--- src/rtl/pkt_pkg.sv ---
// Shared packet-router definitions: flit-type field, its slice helper and the
// output-arbiter state encoding. PKTW stays a global macro for the whole router.
`ifndef PKTW
`define PKTW 9
`endif

package pkt_pkg;

    localparam int FLITW = `PKTW + 1;

    localparam logic [1:0] FT_NULL = 2'b00;
    localparam logic [1:0] FT_HEAD = 2'b01;
    localparam logic [1:0] FT_BODY = 2'b10;
    localparam logic [1:0] FT_TAIL = 2'b11;

    typedef enum logic {
        IDLE = 1'b0,
        LOCK = 1'b1
    } arb_state_t;

    function automatic logic [1:0] ftype(input logic [`PKTW:0] flit);
        return flit[`PKTW:`PKTW-1];
    endfunction

endpackage

--- src/rtl/rr_pick.sv ---
// Round-robin first-set finder: lowest set req at or after ptr, wrapping.
// Latency: purely combinational.
// Backpressure: none; pure function of req and ptr.
module rr_pick #(
    parameter int NPORT = 4,
    parameter int PW    = $clog2(NPORT)
) (
    input  logic [NPORT-1:0] req,
    input  logic [PW-1:0]    ptr,
    output logic             valid,
    output logic [PW-1:0]    idx
);

    int            c;
    logic [PW-1:0] c_idx;

    always_comb begin
        valid = 1'b0;
        idx   = '0;
        c     = 0;
        c_idx = '0;
        for (int i = 0; i < NPORT; i++) begin
            c = int'(ptr) + i;
            if (c >= NPORT) begin
                c = c - NPORT;
            end
            c_idx = PW'(c);
            if (!valid && req[c_idx]) begin
                valid = 1'b1;
                idx   = c_idx;
            end
        end
    end

endmodule

--- src/rtl/pkt_out_arb.sv ---
// Output-port arbiter: round-robin over NPORT packet FIFOs, grant held for a whole packet.
// Latency: FIFO front flit appears on out_flit one cycle after re; one arbitration cycle per packet.
// Backpressure: re to the granted FIFO only while the output register is free (out_ready -> re comb).
module pkt_out_arb
    import pkt_pkg::*;
#(
    parameter int NPORT = 4
) (
    input  logic                      clk,
    input  logic                      rst,
    input  logic [NPORT*FLITW-1:0]    in_flit,
    input  logic [NPORT-1:0]          in_empty,
    output logic [NPORT-1:0]          re,
    output logic [`PKTW:0]            out_flit,
    output logic                      out_valid,
    input  logic                      out_ready,
    output logic                      err_drop
);

    localparam int PW = $clog2(NPORT);

    arb_state_t        state, state_nxt;
    logic [PW-1:0]     ptr, ptr_nxt;
    logic [PW-1:0]     gnt, gnt_nxt;
    logic [PW-1:0]     cand;
    logic              cand_vld;
    logic              oreg_free;
    logic              rd;
    logic              drop_nxt;
    logic [FLITW-1:0]  flit_arr [NPORT];
    logic [FLITW-1:0]  cand_flit;
    logic [FLITW-1:0]  gnt_flit;

    for (genvar g = 0; g < NPORT; g++) begin : g_unpack
        assign flit_arr[g] = in_flit[g*FLITW +: FLITW];
    end

    rr_pick #(
        .NPORT (NPORT),
        .PW    (PW)
    ) u_rr_pick (
        .req   (~in_empty),
        .ptr   (ptr),
        .valid (cand_vld),
        .idx   (cand)
    );

    assign cand_flit = flit_arr[cand];
    assign gnt_flit  = flit_arr[gnt];
    assign oreg_free = !out_valid || out_ready;

    always_comb begin
        state_nxt = state;
        ptr_nxt   = ptr;
        gnt_nxt   = gnt;
        re        = '0;
        rd        = 1'b0;
        drop_nxt  = 1'b0;
        case (state)
            IDLE: begin
                if (cand_vld) begin
                    if (ftype(cand_flit) == FT_HEAD) begin
                        gnt_nxt   = cand;
                        state_nxt = LOCK;
                    end else begin
                        // Anything but a head at the front of an idle port is stray.
                        re[cand] = 1'b1;
                        drop_nxt = 1'b1;
                    end
                end
            end
            LOCK: begin
                if (!in_empty[gnt] && oreg_free) begin
                    re[gnt] = 1'b1;
                    rd      = 1'b1;
                    if (ftype(gnt_flit) == FT_TAIL) begin
                        state_nxt = IDLE;
                        ptr_nxt   = (gnt == PW'(NPORT - 1)) ? '0 : gnt + 1'b1;
                    end
                end
            end
            default: state_nxt = IDLE;
        endcase
        // A stray flit could otherwise be popped while reset is held.
        if (!rst) begin
            re = '0;
        end
    end

    always_ff @(posedge clk or negedge rst) begin
        if (!rst) begin
            state     <= IDLE;
            ptr       <= '0;
            gnt       <= '0;
            out_valid <= 1'b0;
            out_flit  <= '0;
            err_drop  <= 1'b0;
        end else begin
            state    <= state_nxt;
            ptr      <= ptr_nxt;
            gnt      <= gnt_nxt;
            err_drop <= drop_nxt;
            if (rd) begin
                out_flit  <= gnt_flit;
                out_valid <= 1'b1;
            end else if (out_ready) begin
                out_valid <= 1'b0;
            end
        end
    end

endmodule

--- config.mk ---
export PLATFORM = sky130hd
export DESIGN_NAME = pkt_out_arb
export DESIGN_NICKNAME = d
export VERILOG_FILES = /design/src/rtl/pkt_pkg.sv /design/src/rtl/rr_pick.sv /design/src/rtl/pkt_out_arb.sv
export SDC_FILE = /design/constraint.sdc
export NUM_CORES = 1
export LEC_CHECK = 0
export CAP_MARGIN = 30
export CORE_MARGIN = 3
export CORE_UTILIZATION = 39
export DETAILED_ROUTE_END_ITERATION = 10
export GPL_ROUTABILITY_DRIVEN = 0
export PLACE_DENSITY = 0.88
export SLEW_MARGIN = 5
export SYNTH_ARGS = -nofsm -noshare
export SYNTH_HDL_FRONTEND = slang
export SYNTH_SLANG_ARGS = --single-unit
--- constraint.sdc ---
create_clock -name clk -period 2.65 [get_ports clk]
set_clock_uncertainty 0.1 [all_clocks]
set_input_delay 0.53 -clock clk [delete_from_list [all_inputs] [get_ports clk]]
set_output_delay 0.53 -clock clk [all_outputs]
set_load 0.05 [all_outputs]
; ---- Word level (Yosys, flattened, before mapping)
; Index checks and enable logic that the tools add are counted.
[word_totals]
regBits = 17
word_cells = 100
inputBits = 47
[classes]
order_cmp = 14
n_reduce_logical = 15
add_sub_neg = 8
mux = 50
bitwise = 4
n_eq_ne = 3
[op_table]
columns = op, n
row1 = $bmux 10 s2, 2
row2 = $mux 10, 4
row3 = $mux 1, 22
row4 = $lt 2x3->1 const B, 6
row5 = $mux 2, 9
row6 = $mux 4, 4
row7 = $ge 3x3->1 const B, 5
row8 = $bmux 1 s2, 5
row9 = $pmux 4 s2, 1
row10 = $sub 2x1->2 const B, 4
row11 = $add 2x2->3 const B, 2
row12 = $logic_and 1x1->1, 6
row13 = $not 2->3, 2
row14 = $reduce_and 3->1, 2
row15 = $logic_not 1->1, 5
row16 = $demux 1 s2, 2
row17 = $eq 2x2->1 const B, 2
row18 = $ge 2x1->1 const B, 2
row19 = $not 4->4, 1
row20 = $add 2x1->3 const B, 1
row21 = $ge 2x3->1 const B, 1
row22 = $add 2x1->2 const B, 1
row23 = $eq 2x1->1 const B, 1
row24 = $pmux 1 s2, 1
row25 = other kinds (3), 3

; ---- Longest topological paths before layout
; Gate-level depths: netlist of the first run.
[logic_depth]
ltp_word = 23
mapped_depth = 6
depth_no_buf = 5

; ---- Modules after synthesis
; From an unflattened synthesis of the first run, not the netlist that was laid out.
[unflattened]
hier_cells = 97
area_unflattened_um2 = 1184.9
[by_module_without_submodules]
columns = module, instances, cells_each, area_each_um2
row1 = pkt_out_arb, 1, 82, 1107.3
row2 = rr_pick, 1, 15, 77.6

; ---- Worst setup path after synthesis of the first run
; OpenSTA, ideal clock, no wires.
[synth_timing]
path_kind = input to output
from = in in_empty[3]
to = out re[0]
t_required_ps = 2020
t_arrival_ps = 1801
setup_slack_ps = 219
cell_stages = 4
path_buffers = 0
cell_sequence = mux4_2 -> a21oi_2 -> and3_1 -> a32o_1
[synth_via]
elab_chain_len = 22
word_cells_on_any_way = 42
cone_classes = order compare (2) / eq/ne (1) / mux (28) / bitwise (2) / reduce/logical (9)
[synth_rtl]
columns = element, line_no
row1 = start: declaration, pkt_out_arb.sv:12  ; input logic [NPORT-1:0] in_empty,
row2 = "parallel branches: the longest is 20 deep, another holds $not 4->4", -
row3 = $pmux 4 s2 *, pkt_out_arb.sv:59  ; case (state)
row4 = $mux 4 *, pkt_out_arb.sv:85  ; if (!rst) begin
row5 = end: declaration, pkt_out_arb.sv:13  ; output logic [NPORT-1:0] re,
; Mark *: on every way between the ends. The select of a mux whose other input is x is not followed.

; ---- Final worst setup path of the first run
[layout_timing]
from = in in_empty[3]
to = out re[2]
; The elaborated chain is that of the path after synthesis.

==> results of run 1 <==
-- final cells by class --
| class | instances | area (µm²) |
|---|---|---|
| fillers | 206 | 825 |
| inverters | 4 | 15.0 |
| flip-flops and latches | 17 | 425 |
| repair buffers | 77 | 757 |
| multi-input cells | 76 | 776 |
| well taps | 42 | 52.6 |
| clock buffers | 4 | 26.3 |
-- routing by layer --
layer / vias to the layer above / global-route usage
li1: 543 / -
met4: 0 / 0.0727
met3: 8 / 0.0434
met5: - / 0
met1: 615 / 0.253
met2: 45 / 0.387
-- metrics by stage --
stage               instance area (µm²)  hold slack [ps]  setup TNS (ps)  worst slack, ps   util
CTS                                2060              417               0           0.0753  0.715
finish                             2050              415               0             54.7  0.713
floorplan                          1220              134               0              219      -
global route                       2050              435               0             1.41  0.713
detailed placement                 1990              394           -1240             -266  0.692
global placement                   1990              390            -755             -190  0.692
-- flip-flops by register name (all words and copies together), names as in the netlist --
register,cells
err_drop,1
gnt,2
out_flit,10
out_valid,1
ptr,2
state,1
-- cell usage in the layout (no fill, tap or decap), types with 3 or more instances in the layout --
cell type,count
a32o_2,4
buf_12,4
buf_4,15
clkbuf_2,3
clkbuf_4,3
clkdlybuf4s50_1,54
dfrtp_1,17
ha_1,4
inv_1,4
mux2_2,10
mux4_2,11
nand2_1,3
nand2b_1,5
nand3_1,5
nor2_1,6
o21bai_1,3
-- logic make-up (layout without fill, tap and decap cells) --
kind of cell,count (synthesis),in the layout
flip-flops,17,17
adder cells (fa/ha/maj),4,4
AO/OA/AOI/OAI,19,19
multiplexers,24,24
AND/OR/NAND/NOR,29,29
buffers and inverters,8,85
-- path summary, 6_finish.rpt --
check,startpoint,end,slack (ps),depth (start not counted)
setup / recovery,in_empty[3],re[2],50,6
hold / removal,out_flit[2],out_flit[2],420,1
setup reg to reg,gnt[1],ptr[1],220,10
hold reg to reg,out_flit[2],out_flit[2],420,1
max in group asynchronous,rst,out_flit[8],1690,2
min in group asynchronous,rst,state,570,2
-- worst max-delay path: cells and delay by family --
kind	cells	cell delay, ps
AO/OA/AOI/OAI	2	310
buffers and inverters	2	390
multiplexers	1	500
AND/OR/NAND/NOR	1	230
-- power by group through the flow --
stage                     registers, mW  clock network (mW)  logic [mW]
after floorplan                   0.811                   0       0.649
after global placement            0.480                   0        1.48
after detailed placement          0.491                   0        1.51
after CTS                         0.491               0.140        1.57
after global routing              0.510               0.152        1.67
final                             0.496               0.136        1.58
-- timing repair --
| item | CTS | global route |
|---|---|---|
| pin swaps | 2 | 1 |
| endpoints found under the setup margin | 4 | 4 |
| resized for setup | 11 | 7 |
| hold endpoints to repair | 0 | 0 |
| setup buffers | 4 | 0 |
==> impl_results.md, run 1 <==
- Status: complete, no violations
- Static leakage: 0.878 nW
- Die W: just over 60 µm
- Overall die height: between 60 and 70 µm
- Switching Power: about 1.0 mW
- Area delta synth->final: 68.4%
- Worst Max-Slew Pin Slew: approximately 520 ps
- Worst Setup End Kind: output port
- Initial DRC Count: 66
- Final Net Count: between 200 and 250
- Crit path launch type: input port
- Count of final hold-check violations: 0
- Most used DFF post-synth: dfrtp_1
- 1st-pass router iterations: 4
- Commonest cells in the netlist: 17 x dfrtp_1, 11 x mux4_2, 10 x mux2_2
- Synth Area in Compound Gates: 0.127
- Port bufs: 62
- Crit-path slowest cell: mux4_2
- Htree depth: 1
- Die Area: about 0.0038 mm²
- Post-synthesis sequential area ratio: 0.349
- Placeable Area: ~0.0029 mm²
- CTS tree: yes
- Routed WL: 3910 µm
- Top cell type's share of synthesized area: 0.349
- Clock slew at reported path FFs: ~90 ps
- Drt drc: 0
- Max Slew Vio Count: 0
- Gr usage total: 0.215
- Routed wl met3: 167 µm
- Post-detail-place hpwl: 3090 µm
- CP max stage delay: roughly 500 ps
- EDFF count, synth: 0
- Synth Instances: 101
- Post-synthesis mux area share: 0.322
- CP Data Required Time: 2020 ps
- RSZ-0062 raised after global routing: false
- Min-Delay Path Class: flip-flop to flip-flop
- Metal2 WL: approximately 2200 µm
- Power Internal: between 1 and 1.5 mW
- Combinational family with the most area after synthesis: multiplexers
- Min Clock Period, post-route: approximately 2600 ps
- Antenna-violating nets left: 0
- Syn Nets: 152
- Number of CTS-inserted buffers: 3
- Wire per inst: roughly 18 µm
- Vias in the first global route: between 1000 and 1500
- Area leader, netlist: dfrtp_1
- Synth Warn #: 0
- Max-cap viol count: 0
- Gr ovfl total: 0
- Final Non-Filler Cells: between 200 and 250
- Worst EP arrival: 1970 ps
- Worst-path maximum fanout: 4
- Worst VDD drop: roughly 700 µV
- Post-synth cell types: 30
- DRT met1 WL: roughly 1400 µm
- Critical path type: input port to output port
- Clk_lat worst skew: roughly 280 ps
- CTS Hold Bufs: 0
- Synth Area in XOR/XNOR: 0
- Pin count of the biggest net entering global routing: 18
- Avg Vias per Cell: between 5 and 6
- Comb power frac: 0.714
- Sw frac: 0.455
- Clock share of power: 0.061
- Setup violations, final: 0
- Clock Path Buffers: 2
- Inst Count DP: ~210
- CTS root buffer: clkbuf_4
- CP cell instances: dlygate4sd2_1 > mux4_2 > a21oi_4 > and3_4 > a32o_2 > buf_12
- Io pins: 63
- Slew headroom: 0.654
- Row cnt: 19
- Simple-Gate Fraction of Synth Area: 0.128
- Initial antenna violation count: 0
- PwrDens: 1080 mW/mm²
- Yosys reg bits: 17
- Tcrit/Tclk final: 0.979
- Clk sinks: 17
- Adder-cell share of the synthesized area: 0.0411
- Vias: roughly 1200
- First-pass GRT wire length: between 5000 and 6000 µm
- Most frequent cell after synthesis: dfrtp_1
- Synthesized cell area: about 0.0012 mm²
- Top sig layer: met4
- FMAX: just under 0.4 GHz
- Synthesized area per cell: roughly 12 µm²
- ANT cells: 0
- Pwr Total: around 2.2 mW
- Share of layout cells above drive strength 1: 0.315
- Async SR Flop Fraction: 1.00
- Starting density of the core: 0.424
- Reg power frac: 0.224
- Top cells by area, synth: dfrtp_1 35%, mux4_2 20%, mux2_2 9.2%
Power figures use the tool's default switching activity.
==> run 2: changes to the inputs <==
--- a/config.mk
+++ b/config.mk
@@ -17 +17,2 @@
 export SYNTH_SLANG_ARGS = --single-unit
+export TNS_END_PERCENT = 50
==> constraint.sdc (replaced) <==
create_clock -name clk -period 2.65 [get_ports clk]
set_clock_uncertainty 0.1 [all_clocks]
set_input_delay 0.6625 -clock clk [delete_from_list [all_inputs] [get_ports clk]]
set_output_delay 0.6625 -clock clk [all_outputs]
set_load 0.05 [all_outputs]
==> run 2 against run 1 <==
Against the previous run:
- the flow now finishes with violations (negative setup slack)
- sequential share of layout area fell by 0.42 points
- flip-flop and latch count did not move
- fmax fell by 3.1%
- critical path depth rose by 1
- largest power group unchanged
- global-route usage fell by 0.79 points
- clock-buffer cell count did not move
- utilization rose by 1.5 points
- first-iteration DRC count fell by 29%
- setup slack got worse by 84 ps
- critical path type unchanged
- routed wire length rose by 1.0%
==> impl_results.md, run 2 (synthesis results as in run 1) <==
- Status: complete, but fails checks (was complete, no violations)
- Violated checks: negative setup slack
- Biggest register: out_flit (unchanged)
- 1st-pass router iterations: 6 (was 4)
- Avg Vias per Cell: 5.38 (was 5.50)
- Worst-path maximum fanout: 5 (was 4)
- Hold Worst Slack: 419 ps (was 415 ps)
- Crit-path slowest cell: a32o_2 (was mux4_2)
- Min Clock Period, post-route: 2680 ps (was 2600 ps)
- Htree depth: 1 (unchanged)
- Switching Power: 1.02 mW (was 1.01 mW)
- Clock Path Buffers: 2 (unchanged)
- Start of the worst register-to-register path: gnt[1] (unchanged)
- Worst Setup End Kind: output port (unchanged)
- First-pass GRT wire length: 5720 µm (was 5900 µm)
- Row cnt: 19 (unchanged)
- Port bufs: 62 (unchanged)
- CTS tree: yes (unchanged)
- Drt drc: 0 (unchanged)
- PwrDens: 1050 mW/mm² (was 1080 mW/mm²)
- Pin count of the biggest net entering global routing: 18 (unchanged)
- Comb power frac: 0.715 (was 0.714)
- Antenna-violating nets left: 0 (unchanged)
- Wire per inst: 18.0 µm (was 17.8 µm)
- Hold Crit Depth: 1 (unchanged)
- Commonest non-fill, non-tap cell in the layout: clkdlybuf4s50_1 (unchanged)
- Max reg flops: 10 (unchanged)
- Share of layout cells above drive strength 1: 0.339 (was 0.315)
- CP cell instances: buf_8 > and2b_1 > a21oi_2 > or2_4 > nor2b_4 > a32o_2 > buf_12 (was dlygate4sd2_1 > mux4_2 > a21oi_4 > and3_4 > a32o_2 > buf_12)
- Vias: 1178 (was 1211)
- Worst Max-Slew Pin Slew: 536 ps (was 517 ps)
- Slew headroom: 0.642 (was 0.654)
- Clk_lat worst skew: 280 ps (about the same)
- Min-Delay Path Class: flip-flop to flip-flop (unchanged)
- Worst Setup SP: in_empty[2] (was in_empty[3])
- RSZ-0062 raised after global routing: true (was false)
- Max Slew Vio Count: 0 (unchanged)
- Number of CTS-inserted buffers: 3 (unchanged)
- Count of final hold-check violations: 0 (unchanged)
- Routed WL: 3950 µm (was 3910 µm)
- Final setup TNS: -90.1 ps (was 0 ps)
- Power Internal: 1.19 mW (was 1.21 mW)
- Overall die height: 61.9 µm (unchanged)
- Max-cap viol count: 0 (unchanged)
- Clock share of power: 0.062 (was 0.061)
- Critical path type: input port to output port (unchanged)
- Clock slew at reported path FFs: 90 ps (about the same)
- Fillers: 204 (was 206)
- Die W: 61.9 µm (unchanged)
- Post-detail-place hpwl: 3150 µm (was 3090 µm)
- Worst VDD drop: 830 µV (was 703 µV)
- Initial DRC Count: 47 (was 66)
- Pwr Total: 2.21 mW (about the same)
- Reg power frac: 0.223 (was 0.224)
- Hold Startpoint: out_flit[0] (was out_flit[2])
- Vias in the first global route: 1260 (was 1254)
- Clk sinks: 17 (unchanged)
- Starting density of the core: 0.424 (unchanged)
- Static leakage: 0.896 nW (was 0.878 nW)
- Initial antenna violation count: 0 (unchanged)
- R2R cell count: 6 (was 10)
- ANT cells: 0 (unchanged)
- Placeable Area: 0.00288 mm² (unchanged)
- Io pins: 63 (unchanged)
- Crit path launch type: input port (unchanged)
- CTS Hold Bufs: 0 (unchanged)
- CP Data Required Time: 1890 ps (was 2020 ps)
- CTS root buffer: clkbuf_4 (unchanged)
- Sw frac: 0.461 (was 0.455)
- Setup WS post-layout: -29.3 ps (was 54.7 ps)
- Gr ovfl total: 0 (unchanged)
- FMAX: 0.373 GHz (was 0.385 GHz)
- Setup violations, final: 4 (was 0)
- Die Area: 0.00383 mm² (unchanged)
- Most frequent cells in the layout: 54 x clkdlybuf4s50_1, 17 x dfrtp_1, 14 x buf_4 (was 54 x clkdlybuf4s50_1, 17 x dfrtp_1, 15 x buf_4)
- Gr usage total: 0.207 (was 0.215)
- Tcrit/Tclk final: 1.01 (was 0.979)
- CP max stage delay: 290 ps (was 500 ps)
- Final Net Count: 229 (was 230)
- Regs by FF count: out_flit (10), gnt (2), ptr (2) (unchanged)
- Area delta synth->final: 71.9% (was 68.4%)
- Worst EP arrival: 1920 ps (was 1970 ps)
[run 2: path summary, 6_finish.rpt]
| kind | end | slack (ps) |
|---|---|---|
| worst max-delay path | re[0] | -30 |
| worst max register to register | ptr[0] | 580 |
| min in group asynchronous | err_drop | 710 |
| max in group asynchronous | out_flit[4] | 1560 |
| worst min register to register | out_flit[0] | 420 |
| worst min-delay path | out_flit[0] | 420 |
[run 2: final cells by class]
class | count | area [µm²] | share of cell area
Inverter | 4 | 15.0 | 0.00717
Timing Repair Buffer | 76 | 782 | 0.373
Tap cell | 42 | 52.6 | 0.0251
Multi-Input combinational cell | 76 | 793 | 0.379
Clock buffer | 4 | 26.3 | 0.0125
Sequential cell | 17 | 425 | 0.203
[run 2: per-stage QoR]
| stage | setup slack (ps) | util | std cells | area (µm²) |
|---|---|---|---|---|
| after global routing | -57.2 | 0.728 | 219 | 2090 |
| final | -29.3 | 0.728 | 219 | 2090 |
| after global placement | -476 | 0.693 | 212 | 1990 |
| after floorplan | -43.8 | - | 101 | 1220 |
| after detailed placement | -546 | 0.693 | 212 | 1990 |
| after CTS | -8.13 | 0.723 | 219 | 2080 |
[run 2: repair_timing]
| item | in CTS | in global routing |
|---|---|---|
| resized for setup | 35 | 4 |
| pin swaps | 1 | 1 |
| endpoints found under the setup margin | 4 | 4 |
| buffers inserted | 3 | 0 |
| cloned | 0 | 0 |
[run 2: routing by layer]
metal	up-vias	wire [µm]	global-route usage
met1	588	1430	0.231
met5	-	0	0
li1	544	-	-
met4	0	71	0.0636
met2	40	2270	0.392
met3	6	175	0.0393
[run 2: power groups by stage]
| stage | registers [mW] | clock network, mW | logic, mW |
|---|---|---|---|
| final | 0.492 | 0.136 | 1.58 |
| after detailed placement | 0.489 | 0 | 1.53 |
| after floorplan | 0.811 | 0 | 0.652 |
| after global routing | 0.507 | 0.157 | 1.66 |
| after global placement | 0.477 | 0 | 1.49 |
| after CTS | 0.485 | 0.141 | 1.56 |
[run 2: worst max-delay path: cells and delay by family]
| family | cells | cell delay, ps |
|---|---|---|
| simple gates | 3 | 610 |
| compound gates | 2 | 380 |
| buf+inv | 2 | 250 |
